`src/rtl/seg7_pkg.sv`:
```
// Shared definitions for the seven-segment display blocks: segment
// encodings (active-low {g,f,e,d,c,b,a}) and the scanner state type.
package seg7_pkg;

    typedef enum logic [1:0] {
        IDLE  = 2'd0,
        BLANK = 2'd1,
        DRIVE = 2'd2
    } state_e;

    localparam logic [6:0] SEG_OFF = 7'h7F;

    localparam logic [6:0] SEG_TABLE [16] = '{
        7'h40, 7'h79, 7'h24, 7'h30, 7'h19, 7'h12, 7'h02, 7'h78,
        7'h00, 7'h10, 7'h08, 7'h03, 7'h46, 7'h21, 7'h06, 7'h0E
    };

endpackage

```
`src/rtl/seg7_decode.sv`:
```
// Hex nibble to active-low seven-segment pattern, purely combinational.
module seg7_decode
    import seg7_pkg::*;
(
    input  logic [3:0] nibble,
    output logic [6:0] seg
);

    // table lookup of the segment pattern for the nibble
    always_comb begin
        seg = SEG_TABLE[nibble];
    end

endmodule

```
`src/rtl/seg7_scanner.sv`:
```
// Time-multiplexed seven-segment scanner. The divided scan clock is
// synchronised and edge-detected into a one-cycle tick; each tick starts a
// blank gap followed by the next digit. The value is latched whenever the
// scan wraps back to digit 0, so a frame never mixes two values.
module seg7_scanner
    import seg7_pkg::*;
#(
    parameter int NUM_DIGITS   = 4,
    parameter int SYNC_STAGES  = 2,
    parameter int BLANK_CYCLES = 4
) (
    input  logic                    clk,
    input  logic                    rst_n,
    input  logic                    scan_clk,
    input  logic                    en,
    input  logic [4*NUM_DIGITS-1:0] value,
    input  logic [NUM_DIGITS-1:0]   dp_mask,
    input  logic                    lz_blank,
    output logic [NUM_DIGITS-1:0]   an,
    output logic [6:0]              seg,
    output logic                    dp
);

    localparam int IDX_W = (NUM_DIGITS > 1) ? $clog2(NUM_DIGITS) : 1;
    localparam int CNT_W = (BLANK_CYCLES > 1) ? $clog2(BLANK_CYCLES) : 1;
    localparam logic [IDX_W-1:0] IDX_LAST = IDX_W'(NUM_DIGITS - 1);
    localparam logic [CNT_W-1:0] CNT_LOAD = CNT_W'(BLANK_CYCLES - 1);

    logic [SYNC_STAGES-1:0]  sync_r;
    logic                    edge_r;
    logic                    tick_s;

    state_e                  state_r, state_s;
    logic [IDX_W-1:0]        idx_r, idx_s;
    logic [CNT_W-1:0]        cnt_r, cnt_s;
    logic [4*NUM_DIGITS-1:0] sh_val_r, sh_val_s;
    logic [NUM_DIGITS-1:0]   sh_dp_r, sh_dp_s;

    logic [NUM_DIGITS-1:0]   an_r, an_s;
    logic [6:0]              seg_r, seg_s;
    logic                    dp_r, dp_s;

    logic [4*NUM_DIGITS-1:0] shifted_s;
    logic [3:0]              nibble_s;
    logic [6:0]              dec_seg_s;
    logic [NUM_DIGITS-1:0]   sel_s;
    logic                    lz_hit_s;
    logic                    dp_bit_s;

    // synchroniser chain and edge-detect flop for the asynchronous scan clock
    always_ff @(posedge clk or negedge rst_n) begin
        if (!rst_n) begin
            sync_r <= '0;
            edge_r <= 1'b0;
        end else begin
            sync_r <= {sync_r[SYNC_STAGES-2:0], scan_clk};
            edge_r <= sync_r[SYNC_STAGES-1];
        end
    end

    assign tick_s = sync_r[SYNC_STAGES-1] & ~edge_r;

    // next-state logic: en drop beats the blank countdown, which beats a tick
    always_comb begin
        state_s  = state_r;
        idx_s    = idx_r;
        cnt_s    = cnt_r;
        sh_val_s = sh_val_r;
        sh_dp_s  = sh_dp_r;
        if (!en) begin
            state_s = IDLE;
            idx_s   = IDX_LAST;
        end else begin
            case (state_r)
                IDLE: begin
                    if (tick_s) begin
                        state_s = BLANK;
                        cnt_s   = CNT_LOAD;
                    end else begin
                        state_s = IDLE;
                    end
                end
                BLANK: begin
                    if (cnt_r == '0) begin
                        state_s = DRIVE;
                        if (idx_r == IDX_LAST) begin
                            idx_s    = '0;
                            sh_val_s = value;
                            sh_dp_s  = dp_mask;
                        end else begin
                            idx_s = idx_r + IDX_W'(1);
                        end
                    end else begin
                        cnt_s = cnt_r - CNT_W'(1);
                    end
                end
                DRIVE: begin
                    if (tick_s) begin
                        state_s = BLANK;
                        cnt_s   = CNT_LOAD;
                    end else begin
                        state_s = DRIVE;
                    end
                end
                default: begin
                    state_s = IDLE;
                    idx_s   = IDX_LAST;
                end
            endcase
        end
    end

    assign shifted_s = sh_val_s >> {idx_s, 2'b00};
    assign nibble_s  = shifted_s[3:0];

    seg7_decode u_decode (
        .nibble (nibble_s),
        .seg    (dec_seg_s)
    );

    // output values for the upcoming cycle, so the first DRIVE cycle is live
    always_comb begin
        sel_s        = '0;
        sel_s[idx_s] = 1'b1;
        dp_bit_s     = sh_dp_s[idx_s];
        lz_hit_s     = lz_blank && (idx_s != '0) && (shifted_s == '0);
        an_s         = '1;
        seg_s        = SEG_OFF;
        dp_s         = 1'b1;
        if (state_s == DRIVE) begin
            if (lz_hit_s) begin
                if (dp_bit_s) begin
                    an_s = ~sel_s;
                    dp_s = 1'b0;
                end else begin
                    an_s = '1;
                    dp_s = 1'b1;
                end
            end else begin
                an_s  = ~sel_s;
                seg_s = dec_seg_s;
                dp_s  = ~dp_bit_s;
            end
        end else begin
            an_s  = '1;
            seg_s = SEG_OFF;
            dp_s  = 1'b1;
        end
    end

    // state, shadow and output registers
    always_ff @(posedge clk or negedge rst_n) begin
        if (!rst_n) begin
            state_r  <= IDLE;
            idx_r    <= IDX_LAST;
            cnt_r    <= '0;
            sh_val_r <= '0;
            sh_dp_r  <= '0;
            an_r     <= '1;
            seg_r    <= SEG_OFF;
            dp_r     <= 1'b1;
        end else begin
            state_r  <= state_s;
            idx_r    <= idx_s;
            cnt_r    <= cnt_s;
            sh_val_r <= sh_val_s;
            sh_dp_r  <= sh_dp_s;
            an_r     <= an_s;
            seg_r    <= seg_s;
            dp_r     <= dp_s;
        end
    end

    assign an  = an_r;
    assign seg = seg_r;
    assign dp  = dp_r;

endmodule

```
`config.mk`:
```
export PLATFORM = sky130hd
export DESIGN_NAME = seg7_scanner
export DESIGN_NICKNAME = d
export VERILOG_FILES = /design/src/rtl/seg7_pkg.sv /design/src/rtl/seg7_decode.sv /design/src/rtl/seg7_scanner.sv
export SDC_FILE = /design/constraint.sdc
export NUM_CORES = 1
export LEC_CHECK = 0
export ABC_AREA = 1
export CORE_UTILIZATION = 54
export CTS_BUF_LIST = sky130_fd_sc_hd__clkbuf_4 sky130_fd_sc_hd__clkbuf_8 sky130_fd_sc_hd__clkbuf_16
export DETAILED_ROUTE_END_ITERATION = 7
export GPL_TIMING_DRIVEN = 0
export HOLD_SLACK_MARGIN = 0.12
export PLACE_DENSITY = 0.79
export RECOVER_POWER = 25
export SKIP_CTS_REPAIR_TIMING = 1
export SLEW_MARGIN = 20
export SYNTH_ARGS = -nofsm -noshare
export SYNTH_HDL_FRONTEND = slang
export SYNTH_SLANG_ARGS = --single-unit
```
`constraint.sdc`:
```
create_clock -name clk -period 3.56 [get_ports clk]
set_input_delay 0.89 -clock clk [delete_from_list [all_inputs] [get_ports clk]]
set_output_delay 0.89 -clock clk [all_outputs]
set_load 0.005 [all_outputs]
```
==> out/qor.csv, run 1 <==
metric,value,unit
antenna_cells,0,
die_area,0.004651,mm^2
reg2reg_slack,0.66,ns
min_period_over_period,91.63,%
ys.warnings.count,0,
p_per_area,468.8,mW/mm^2
synthesis.area,0.002366,mm^2
end_kind,register,
die_h,68.20,um
numPortBuffers,36,
grt_pass1_vias,1877,
dp_hpwl,3702,um
vias,2022,
drive_gt1_share,18.77,%
cp_data_required_time,3.80,ns
start_util,57.49,%
clockBufferDepth,2,
mostFrequentLayoutCell,nand2_1,
synth_cell_type_count,27,
max-vdd-ir-drop,0.2405,mV
max_cap_violations,0,
hp-class,register to register,
synth_seq_cells,41,
cts.htree.levels,2,
drt_drc_violations_left,0,
finClkSkew,0.007935,ns
clock-sinks,41,
final_cell_mix,"118 x nand2_1, 35 x clkdlybuf4s50_1, 32 x inv_1",
nets,390,
multi_input_area,0.001126,mm^2
clock_latency,0.30,ns
setup_viol,0,
p_leak,1.490,nW
antenna_found_initial,0,
postLayoutSetupSlackWorst,0.2978,ns
synth_cells,312,
avgSynthCellArea,7.583,um^2
routabilityCongestion,0.9011,
start_kind,input port,
crit_type,input port to register,
coreArea,0.004115,mm^2
synth.top_cell.area_share,28.56,%
syn-num-nets,346,
design_area,0.002937,mm^2
place_ws,-0.04588,ns
fin_hold_ws,0.3634,ns
drt_first_pass_iters,4,
status,"complete, no violations",
boundaryPins,37,
tns,0,ns
grt-ovfl-total,0,
ant_nets,0,
wl_per_cell,12.03,um
routed_wl,4897,um
crit_fanout,10,
crit_end,seg[6],
yosysTopAreaCell,dfrtp_1,
max_freq,0.3065,GHz
cp_data_arrival_time,3.50,ns
clk_pin_slew,0.07,ns
drv_slew,0,
synthArstFlopShare,100.0,%
yosysSeqAreaShare,44.10,%
rsz0062_at_grt,false,
grt_usage,25.06,%
hold_violations,0,
r2r_end,seg[6],
startpoint,en,
placementRows,23,
synthTopCellsByArea,"dfrtp_1 29%, nand2_1 19%, dfstp_2 16%",
layout_min_cycle_time,3.262,ns
fillers,343,
die_w,68.20,um
cts_buffers,5,
dpl.cell_count,399,
relSlewSlack,19.56,%
area_growth,24.11,%
placed_area,0.002811,mm^2
stdcell_count,407,
drtIter0Drc,56,
synth-main-ff-cell,dfrtp_1,
rr_worst_depth,22,
register_area,0.001044,mm^2
r2r-start,cnt_r[0],
synth_edf_count,0,
grt_pass1_wl,8418,um
cts_tree,done,
cts_root_buf,clkbuf_8,
via_per_inst,4.968,
tightestPinTransition,1.207,ns
grt_max_degree,23,
==> stage by stage <==
step                      util (%)  power (W)
after floorplan                  -  0.0008743
after global placement       67.77  0.0009761
after detailed placement     68.32  0.0009908
after CTS                    71.33   0.001382
after global routing         71.36   0.001476
final                        71.36   0.001377
==> sequential cells by signal, summed over array words and instances (netlist names) <==
register	count
dp	1
cnt_r	2
edge_r	1
sh_dp_r	4
seg	7
idx_r	2
sh_val_r	16
an	4
state_r	2
sync_r	2
==> Yosys cell counts, types with 5 or more instances <==
cell / n
a21oi_1: 5
dfrtp_1: 27
dfstp_2: 14
ha_1: 9
inv_1: 32
inv_2: 5
nand2_1: 118
nand2_2: 16
nand3_1: 22
nor2_1: 31
nor2_2: 6
==> kinds of logic after synthesis <==
family	after synthesis	share of synthesized area, %
AOI/OAI and AO/OA	12	2.697
adders and majority gates	9	4.759
buffers and inverters	43	8.408
DFF	41	44.10
muxes	1	0.4231
and+or+nand+nor	206	39.61
==> worst min path at each step <==
stage,from,to,slack [ns],cells after the start
final,sync_r[0],sync_r[1],0.36,0
after global routing,sync_r[0],sync_r[1],0.37,0
after CTS,sync_r[0],sync_r[1],0.36,0
after detailed placement,sync_r[0],sync_r[1],0.35,0
after global placement,sync_r[0],sync_r[1],0.33,0
after floorplan,sync_r[0],sync_r[1],0.33,0
==> critical path, cell delays in order <==
cell and delay [ns]:
clkdlybuf4s50_1 0.48, nand2_1 0.13, inv_1 0.14, nand3_4 0.15, buf_6 0.19, nand2_1 0.06, nand2_1 0.07, nand2_1 0.06
nand2_1 0.05, nand2_1 0.05, nand2_1 0.13, inv_1 0.16, ha_1 0.20, nand2_1 0.06, inv_1 0.05, nand3_1 0.07
nor2_1 0.11, nand3_2 0.09, nor2_4 0.18, nor2_2 0.08, nand2_1 0.09
==> where the power goes <==
group | internal, W | switching [W]
Sequential | 0.000529 | 0.0000239
Combinational | 0.000170 | 0.000267
Clock | 0.000222 | 0.000165
==> cell type report <==
class	count	share of cell area (%)
Multi-Input combinational cell	228	38.35
Sequential cell	41	35.53
Timing Repair Buffer	37	13.00
Inverter	37	4.729
Clock buffer	7	4.048
Tap cell	50	2.130
Buffer	6	2.045
Clock inverter	1	0.1704
==> layer usage <==
layer	track usage (%)	wire length, um
met1	31.37	2216
met2	41.91	2384
met3	5.833	229
met4	8.854	66
met5	0	0
(Power assumes the default switching activity.)
==> run 2, diff against run 1 <==
SLEW_MARGIN = 5   (was 20)
==> results of run 2 <==
Final layout, timing and power as in run 1 (identical DEF).
==> edit (config.mk and constraints of run 2) <==
The 3 states of `state_e` get a one-hot encoding in 3 bits.
--- a/src/rtl/seg7_pkg.sv
+++ b/src/rtl/seg7_pkg.sv
@@ -3,8 +3,8 @@
 package seg7_pkg;
 
-    typedef enum logic [1:0] {
-        IDLE  = 2'd0,
-        BLANK = 2'd1,
-        DRIVE = 2'd2
+    typedef enum logic [2:0] {
+        IDLE  = 3'b001,
+        BLANK = 3'b010,
+        DRIVE = 3'b100
     } state_e;
 
Function: no difference found for any inputs over 10 cycles, from zero or initial values and one cycle with rst_n low; not proved beyond that.
==> edit against run 2 <==
Final area increased by 4.9%; routed wire length is 5.9% higher; worst setup slack lost 0.035 ns; the flow now finishes with violations (max-capacitance violations, max-slew violations); sequential cell count up 1; hold slack lost 0.0050 ns; final cell count up 0.98%; critical path depth fell by 4; critical endpoint is now seg[0]$_DFF_PN1_; area after synthesis grew 5.7%; global-route usage fell by 0.98 points; count of clock-buffer cells in the layout shrank 2.
Power is not compared: it rests on default switching activity, and its combinational part moved more than twofold at a synthesized area within 25%.
==> edit: results (changes against run 2) <==
largest net degree at the start of global routing=41 (was 23); Area contributors post-synth=dfrtp_1 (27%), dfstp_2 (16%), nand2_1 (14%) (was dfrtp_1 (29%), nand2_1 (19%), dfstp_2 (16%)); placed insts=401 (was 399); Fin Clk Skew=0.005328 ns (was 0.007935 ns); Global Route met1 Usage=32.48% (was 31.37%); WL met3=157 um (was 229 um); Hold WC Path Type=flop to flop (unchanged); status=finished with violations (was finished clean); depth of the most critical reg-to-reg path=18 (was 22); routed len/inst=12.62 um (was 12.03 um); synth unique cells=28 (was 27); met2 WL=2.394 mm (was 2.384 mm); Seq/Total Area, Yosys=42.79% (was 44.10%); worst slack at placement=-0.1550 ns (was -0.04588 ns); first-pass GRT wire length=9.142 mm (was 8.418 mm); Met1 Wirelength=2.539 mm (was 2.216 mm); Fin Hold WS=0.3585 ns (was 0.3634 ns); all-layer global routing usage=24.08% (was 25.06%); R2R Setup Slk=0.70 ns (was 0.66 ns); Worst-Margin Slew=2.065 ns (was 1.207 ns); FF-to-FF End=seg[0]$_DFF_PN1_ (was seg[6]$_DFF_PN1_); number of global-route vias before repair=2,025 (was 1,877); f_max=303.3 MHz (was 306.5 MHz); GP Congestion=0.9115 (was 0.9011); failing checks=max-capacitance violations, max-slew violations; 1st-iter DRT viols=103 (was 56); routed wire length=5.186 mm (was 4.897 mm); share of cells above drive strength 1=21.45% (was 18.77%); Synth top cells by count=nand2_1 (92), nand3_1 (44), inv_1 (34) (was nand2_1 (118), inv_1 (32), nor2_1 (31)); via/cell ratio=5.083 (was 4.968); Placed Area=2940 um^2 (was 2811 um^2); total CTS buffers=5 (unchanged); Max Slew Vio Count=41 (was 0); GRT met3 Usage=4.473% (was 5.833%); maximum capacitance violations=1 (was 0); Synth Area per Inst=8.012 um^2 (was 7.583 um^2)
edit: changes by cell type after synthesis, moves of 5 or more:
cell     change
o21ai_1      +5
nand2_2      -8
nand3_1     +22
nand3_2      +6
nor2_1      -16
nand2_1     -26
inv_2        +5
o21ai_2      +6
edit: area by class of cell:
class / count / area [um^2]
Multi-Input combinational cell: 220 / 1225
Sequential cell: 42 / 1070
Clock buffer: 5 / 68.82
Buffer: 6 / 45.04
Timing Repair Buffer: 39 / 372.9
Fill cell: 384 / 1334
Tap cell: 52 / 65.06
Clock inverter: 3 / 68.82
Inverter: 44 / 165.2
edit: kinds of logic (layout without fill, tap and decap cells):
group | Yosys count | after routing | synth area share (%)
AOI/OAI and AO/OA | 22 | 22 | 5.606
DFF | 42 | 42 | 42.79
adders and majority gates | 9 | 9 | 4.505
buffers and inverters | 50 | 97 | 8.408
and+or+nand+nor | 189 | 189 | 38.69
edit: how the worst min path moves through the flow:
stage,from,to,cells past startpoint
after floorplan,sync_r[0]$_DFF_PN0_,sync_r[1]$_DFF_PN0_,0
after global placement,sync_r[0]$_DFF_PN0_,sync_r[1]$_DFF_PN0_,0
after detailed placement,sync_r[0]$_DFF_PN0_,sync_r[1]$_DFF_PN0_,0
after CTS,sync_r[0]$_DFF_PN0_,sync_r[1]$_DFF_PN0_,0
after global routing,rst_n,state_r[1]$_DFF_PN0_,1
final,sync_r[0]$_DFF_PN0_,sync_r[1]$_DFF_PN0_,0
edit: critical path, cell delays in order:
cell and delay, ns:
clkdlybuf4s50_1 0.54, nand2_2 0.12, nor2_8 0.16, nand2_4 0.12, buf_2 0.22, o21ai_2 0.17, inv_1 0.07, nand2_1 0.06
nand2_1 0.09, nor2_4 0.18, ha_1 0.24, nand2_1 0.07, nor2_1 0.10, nand3_1 0.12, nor2_4 0.18, nand2_4 0.09
nand3_1 0.11
